--- config.mk ---
export PLATFORM = sky130hd
export DESIGN_NAME = exec_controller
export DESIGN_NICKNAME = d
export VERILOG_FILES = /design/src/rtl/exec_controller.sv
export SDC_FILE = /design/constraint.sdc
export NUM_CORES = 1
export LEC_CHECK = 0
export CAP_MARGIN = 30
export CORE_MARGIN = 1.5
export CORE_UTILIZATION = 55
export CTS_BUF_LIST = sky130_fd_sc_hd__clkbuf_16
export DETAILED_ROUTE_END_ITERATION = 10
export DONT_BUFFER_PORTS = 1
export PLACE_DENSITY = 0.7
export SYNTH_ARGS = -nofsm -noshare
export SYNTH_HDL_FRONTEND = slang
export SYNTH_SLANG_ARGS = --single-unit
--- constraint.sdc ---
create_clock -name clk -period 3.3 [get_ports clk]
set_input_delay 0.66 -clock clk [delete_from_list [all_inputs] [get_ports clk]]
set_output_delay 0.66 -clock clk [all_outputs]
set_load 0.02 [all_outputs]
--- src/rtl/exec_controller.sv ---
// Execution controller for the single-cycle RV32I core: produces the commit enable
// and handles halt, single-step, divided free run, PC breakpoint and EBREAK trapping.
module exec_controller #(
    parameter int unsigned RUN_DIV = 4
) (
    input  logic        clk,
    input  logic        rst_n,
    input  logic        run_sw,
    input  logic        step_btn,
    input  logic        bp_en,
    input  logic [31:0] bp_addr,
    input  logic [31:0] pc,
    input  logic [31:0] instruction,
    output logic        cpu_en,
    output logic [1:0]  state,
    output logic [1:0]  brk_cause,
    output logic [31:0] retired
);

    localparam int unsigned      DIV_W       = (RUN_DIV > 1) ? $clog2(RUN_DIV) : 1;
    localparam logic [DIV_W-1:0] DIV_LAST    = DIV_W'(RUN_DIV - 1);
    localparam logic [31:0]      EBREAK_INSN = 32'h0010_0073;
    localparam int               SYNC_STAGES = 2;
    localparam logic [1:0]       CAUSE_NONE  = 2'b00;
    localparam logic [1:0]       CAUSE_BP    = 2'b01;
    localparam logic [1:0]       CAUSE_EB    = 2'b10;

    typedef enum logic [1:0] {
        ST_HALT  = 2'b00,
        ST_RUN   = 2'b01,
        ST_STEP  = 2'b10,
        ST_BREAK = 2'b11
    } state_t;

    state_t                 state_reg, state_next;
    logic [DIV_W-1:0]       divcnt_reg, divcnt_next;
    logic                   skip_reg, skip_next;
    logic [1:0]             brk_cause_reg, brk_cause_next;
    logic [31:0]            retired_reg, retired_next;
    logic [SYNC_STAGES-1:0] run_sync_reg, run_sync_next;
    logic [SYNC_STAGES-1:0] step_sync_reg, step_sync_next;
    logic                   step_q_reg;
    logic                   run_s, step_s, step_rise;
    logic                   div_term, hit_bp, hit_eb;

    // Synchronizer chains: stage 0 samples the pin, later stages shift.
    genvar gi;
    generate
        for (gi = 0; gi < SYNC_STAGES; gi++) begin : g_sync
            if (gi == 0) begin : g_first
                assign run_sync_next[gi]  = run_sw;
                assign step_sync_next[gi] = step_btn;
            end else begin : g_chain
                assign run_sync_next[gi]  = run_sync_reg[gi-1];
                assign step_sync_next[gi] = step_sync_reg[gi-1];
            end
        end
    endgenerate

    always_ff @(posedge clk or negedge rst_n) begin
        if (!rst_n) begin
            run_sync_reg  <= '0;
            step_sync_reg <= '0;
            step_q_reg    <= 1'b0;
        end else begin
            run_sync_reg  <= run_sync_next;
            step_sync_reg <= step_sync_next;
            step_q_reg    <= step_s;
        end
    end

    assign run_s     = run_sync_reg[SYNC_STAGES-1];
    assign step_s    = step_sync_reg[SYNC_STAGES-1];
    assign step_rise = step_s & ~step_q_reg;
    assign div_term  = (divcnt_reg == DIV_LAST);
    assign hit_bp    = bp_en & (pc == bp_addr) & ~skip_reg;
    assign hit_eb    = (instruction == EBREAK_INSN) & ~skip_reg;

    always_ff @(posedge clk or negedge rst_n) begin
        if (!rst_n) begin
            state_reg     <= ST_HALT;
            divcnt_reg    <= '0;
            skip_reg      <= 1'b0;
            brk_cause_reg <= CAUSE_NONE;
            retired_reg   <= '0;
        end else begin
            state_reg     <= state_next;
            divcnt_reg    <= divcnt_next;
            skip_reg      <= skip_next;
            brk_cause_reg <= brk_cause_next;
            retired_reg   <= retired_next;
        end
    end

    always_comb begin
        state_next     = state_reg;
        divcnt_next    = divcnt_reg;
        skip_next      = skip_reg;
        brk_cause_next = brk_cause_reg;
        case (state_reg)
            ST_HALT: begin
                if (run_s) begin
                    state_next     = ST_RUN;
                    divcnt_next    = '0;
                    skip_next      = 1'b1;
                    brk_cause_next = CAUSE_NONE;
                end else if (step_rise) begin
                    state_next = ST_STEP;
                end
            end
            ST_STEP: state_next = ST_HALT;
            ST_RUN: begin
                if (!run_s) begin
                    state_next = ST_HALT;
                end else if (div_term) begin
                    divcnt_next = '0;
                    if (hit_bp) begin
                        state_next     = ST_BREAK;
                        brk_cause_next = CAUSE_BP;
                    end else if (hit_eb) begin
                        state_next     = ST_BREAK;
                        brk_cause_next = CAUSE_EB;
                    end else begin
                        // First issue after entry executes past the stopping instruction.
                        skip_next = 1'b0;
                    end
                end else begin
                    divcnt_next = divcnt_reg + DIV_W'(1);
                end
            end
            ST_BREAK: begin
                if (!run_s) begin
                    state_next = ST_HALT;
                end
            end
            default: state_next = ST_HALT;
        endcase
    end

    always_comb begin
        cpu_en = 1'b0;
        case (state_reg)
            ST_STEP: cpu_en = 1'b1;
            ST_RUN:  cpu_en = run_s & div_term & ~hit_bp & ~hit_eb;
            default: cpu_en = 1'b0;
        endcase
    end

    assign retired_next = retired_reg + 32'(cpu_en);
    assign state        = state_reg;
    assign brk_cause    = brk_cause_reg;
    assign retired      = retired_reg;

endmodule

==> Word-level counts from Yosys, hierarchy flattened <==
Index checks and enable logic that the tools add are counted.
{ "word_totals": {"regBits": 44, "input_bits": 101, "out_inout_bits": 37, "elab_cells": 67} }
{ "op_classes": {"n_addsub": 2, "n_eq_ne": 16, "muxes": 24, "n_bitwise": 11, "n_reduce_logical": 6} }
{ "op_table": {"columns": ["operator", "count"], "rows": [
  ["adder 32 x 1 -> 32 bit", 1],
  ["equality test 32 x 21 -> 1 bit (second input constant)", 1],
  ["equality test 32 bit", 1],
  ["two-way mux 2 bit", 14],
  ["inequality test 2 bit (second input constant)", 6],
  ["inequality test 3 bit (second input constant)", 3],
  ["case mux 2 bit (2 select lines)", 2],
  ["case mux 2 bit (4 select lines)", 1],
  ["bitwise AND 1 bit", 7],
  ["equality test 2 bit (second input constant)", 3],
  ["AND reduction 6 bit", 1],
  ["two-way mux 1 bit", 5],
  ["AND reduction 5 bit", 1],
  ["inequality test 4 bit (second input constant)", 1],
  ["NOT 1 bit", 4],
  ["case mux 1 bit (2 select lines)", 2],
  ["AND reduction 4 bit", 1],
  ["AND reduction 3 bit", 1],
  ["adder 2 x 1 -> 2 bit (second input constant)", 1],
  ["equality test 2 x 1 -> 1 bit (second input constant)", 1],
  ["zero test 2 bit", 1],
  ["nonzero test 2 bit", 1]
]} }

==> Longest topological paths before layout <==
Gate-level depths: netlist (run 1).
{ "logic_depth": {"depth_word": 8, "depth_mapped": 14, "depth_no_buf": 14} }

==> Least setup slack after synthesis (run 1) <==
No wires, ideal clock.
{ "synth_path": {"kind": "input port to flip-flop", "startpoint": "input pc[27]", "endpoint": "register retired_reg[25] (netlist: retired[25])", "arrival_ps": 3004, "path_slack_ps": 167, "path_stages": 14, "n_path_buf": 1, "cell_sequence": "xnor2_1 nand4_1 nor4b_1 nand3_1 nor3b_1 o21a_1 ha_1 nand2_1 or3_1 buf_2 or2_4 nor2_4 nand3_1 xnor2_1"} }
{ "synth_between": {"elab_chain_cells": 8} }
{ "synth_lines": {"columns": ["item", "line", "rtl"], "rows": [
  ["start, declared", "12", "input logic [31:0] pc,"],
  ["equality test 32 bit", "76", "assign hit_bp = bp_en & (pc == bp_addr) & ~skip_reg;"],
  ["bitwise AND 1 bit (2 in a row)", "76", null],
  ["NOT 1 bit", "144", "ST_RUN: cpu_en = run_s & div_term & ~hit_bp & ~hit_eb;"],
  ["bitwise AND 1 bit (2 in a row)", "144", null],
  ["case mux 1 bit (2 select lines)", "142", "case (state_reg)"],
  ["named net cpu_en", "14", "output logic cpu_en,"],
  ["adder 32 x 1 -> 32 bit", "149", "assign retired_next = retired_reg + 32'(cpu_en);"],
  ["named net retired_next[25]", "39", "logic [31:0] retired_reg, retired_next;"],
  ["end signal, assigned", "91", "retired_reg <= retired_next;"],
  ["end, declared", "39", null]
]} }
The timed path passes the listed nets, and every way through them passes these cells.
A chain may end at the register's enable or synchronous reset.

==> Worst setup path after layout (run 1) <==
{ "layout_path": {"startpoint": "register state_reg[1] (netlist: state[1])", "endpoint": "register retired_reg[27] (netlist: retired[27])"} }
{ "layout_between": {"elab_chain_cells": 3, "word_cells_on_any_way": 4, "cone_classes": "add/sub (1); eq/ne (2); mux (1)"} }
{ "layout_lines": {"columns": ["item", "line", "rtl"], "rows": [
  ["start, declared", "35", "state_t state_reg, state_next;"],
  ["start signal, assigned", "87", "state_reg <= state_next;"],
  ["equality test 2 x 1 -> 1 bit or equality test 2 bit (tied branches)", "142", null],
  ["case mux 1 bit (2 select lines) (*)", "142", null],
  ["adder 32 x 1 -> 32 bit (*)", "149", null],
  ["named net retired_next[27]", "39", null]
]} }
Mark *: on every way through the listed nets, which the timed path passes. The rest lies on a longest branch.

==> results of run 1 <==
==> worst max-delay path by stage <==
stage,from,end,slack [ns],depth (start not counted)
2_1_floorplan,pc[27],retired[25]$_DFF_PN0_,0.17,14
3_3_place_gp,pc[30],retired[31]$_DFF_PN0_,0.23,13
3_5_place_dp,pc[31],retired[25]$_DFF_PN0_,0.14,13
4_1_cts,state[1]$_DFFE_PN0P_,retired[25]$_DFF_PN0_,0.36,12
5_1_grt,state[1]$_DFFE_PN0P_,retired[30]$_DFF_PN0_,0.12,13
6_report,state[1]$_DFFE_PN0P_,retired[27]$_DFF_PN0_,0.38,12
==> layout make-up <==
cell class | count | area share
multi-input combinational | 177 | 0.481
sequential | 44 | 0.421
clock buffer | 5 | 0.0479
tap | 50 | 0.0239
timing repair buffer | 6 | 0.0172
inverter | 4 | 0.00574
clock inverter | 2 | 0.00287
==> where the power goes <==
| group | leakage (nW) | switching, mW | internal (mW) | total [mW] |
|---|---|---|---|---|
| Combinational | 0.447 | 0.133 | 0.124 | 0.257 |
| Clock | 0.0648 | 0.178 | 0.270 | 0.448 |
| Sequential | 0.584 | 0.0853 | 0.586 | 0.671 |
==> cells by family (layout without fill, tap and decap cells) <==
group	Yosys count	after routing	synth area share
simple gates	91	91	0.211
xor+xnor	62	62	0.228
flops	44	44	0.462
compound gates	15	15	0.0420
fa+ha+maj	8	8	0.0420
buf+inv	6	17	0.00997
mux	1	1	0.00473
==> through the flow <==
stage / setup slack [ns] / area, sq um / cells / util / hold WS (ns)
after floorplan: 0.167 / 2380 / 227 / - / 0.331
after global placement: 0.232 / 2480 / 281 / 0.607 / 0.333
after detailed placement: 0.140 / 2480 / 281 / 0.607 / 0.335
after CTS: 0.357 / 2610 / 288 / 0.640 / 0.0625
after global routing: 0.121 / 2610 / 288 / 0.640 / 0.0601
final: 0.381 / 2610 / 288 / 0.640 / 0.0744
==> cell usage in the layout (no fill, tap or decap), drive strengths merged <==
cell,count
a21oi,3
a311o,1
a31oi,2
a32o,2
and3,6
and4,2
buf,6
clkbuf,5
clkinv,2
dfrtp,44
ha,8
inv,4
mux2,1
nand2,16
nand2b,3
nand3,16
nand4,13
nor2,18
nor2b,1
nor3,3
nor3b,1
nor4,5
nor4b,3
nor4bb,1
o21a,1
o21ai,4
o22ai,1
o2bb2ai,1
or2,1
or3,2
xnor2,53
xor2,9
==> per-layer routing <==
layer	share of wire	vias up
li1	-	811
met2	0.46	58
met5	0	-
met1	0.45	762
met4	0.0042	0
met3	0.089	2
==> metrics, run 1 <==
maximum VDD drop about 310 uV; CP max FO 5; Fmax achieved 0.343 GHz; top cells by area, synth dfrtp_1 46%, xnor2_1 19%, ha_1 4.2%; #FFs+latches synth 44; DR vias/cell 5.67; Post-CTS Hold Buffers 0; post-CTS sizing 0; dominant cell type by area after synthesis dfrtp_1; Finish-stage setup viols 0; Worst setup SP type flip-flop; GR Layer Usage met3 0.110; Worst Max-Slew Pin Slew ~0.45 ns; Final min period between 2 and 3 ns; R2R depth 12; core box area 4090 sq um; initial antenna violation count 0; Post-Syn Instances 227; nets 347; Max H-tree Level 2; fin crit share 0.884; die extent in x a little under 70 um; DRT iter0 DRCs 83; most frequent cells after synthesis 53 x xnor2_1, 44 x dfrtp_1, 17 x nor2_1; sequential area share after synthesis 0.462; Mapped Area around 2400 sq um; I/O pins between 100 and 150; row count 23; area grow syn2layout 9.72%; yosys synthesis warning count 0; max-cap viol count 0; Residual DRC 0; DR vias approximately 1,600; Max transition margin 0.697; most frequently used flop master after synthesis dfrtp_1; share of the synthesized area in the top cell type 0.462; crit-path leading delay family simple AND/OR/NAND/NOR gates; syn avg cell area 10.5 sq um; power density over the cells 526 nW/um^2; Inserted Clock Buffers 5; gr ovfl total 0; Hold Fails Final Rpt 0; port bufs 0; Die H about 70 um; number of flops mapped to enable cells by yosys 0; DIE AREA approximately 4700 sq um; pin count of the biggest net entering global routing 45; syn nets 336; Netlist cell types 35; number of flip-flops under the largest register name 32; routed len/inst 16.6 um; vias in the first global route 1,602; # Post-CTS Setup Buffers 0; Setup TNS 0 ns; final WL roughly 4800 um; ys async rst share 1.00; hpwl dp 3850 um; clock-pin slew on the worst setup and hold paths 0.06 ns; Leak roughly 1.1 nW; Sequential Area 1100 sq um; first-pass GRT wire length 7490 um; most common cell in the netlist xnor2_1; Fill cells about 340; Final Max Tran Viols 0; slowest stage cell, crit path or3_1; RR Endpoint retired[27]$_DFF_PN0_; CTS sink count 44; FF-to-FF setup slack 0.38 ns; Buf/Inv on CP 1; clock skew 0.00462 ns; Required @ worst endpoint 3.45 ns; later-pin clock latency in the skew report 0.28 ns; GPL Wtd Cong 0.875; status completed; critical path type flip-flop to flip-flop; hold crit path type input port to async pin; M1 GR Usage 0.299; Worst R2R Start state[1]$_DFFE_PN0P_; unrepaired setup endpoints after global routing no; proportion of layout cells with a drive suffix above 1 0.0714; First-pass DRT Iterations 4; global route hottest layer met2; area of the multi-input gates 1260 sq um; CTS Root Buffer Type clkbuf_16; CP endpoint kind flip-flop; critical path, cell by cell inv_1 > ha_1 > nand3_1 > nor3b_1 > o21a_1 > ha_1 > nand2_1 > or3_1 > or2_4 > nor2_4 > nand3_1 > xnor2_1; CTS tree built; Total GRT Usage 0.219; Max Root-Sink Buffers 2; initial core utilization 0.583; crit path DAT 3.07 ns; Diodes inserted 0; Worst path max stage delay 0.49 ns; total power 1.38 mW; antenna-violating nets left 0; Global Route met2 Usage 0.311
Power figures use the tool's default switching activity.
==> run 2, diff against run 1 <==
Settings changed: CAP_MARGIN 30 to 10.
==> results of run 2 <==
No change in the layout: final DEF, timing and power equal those of run 1.
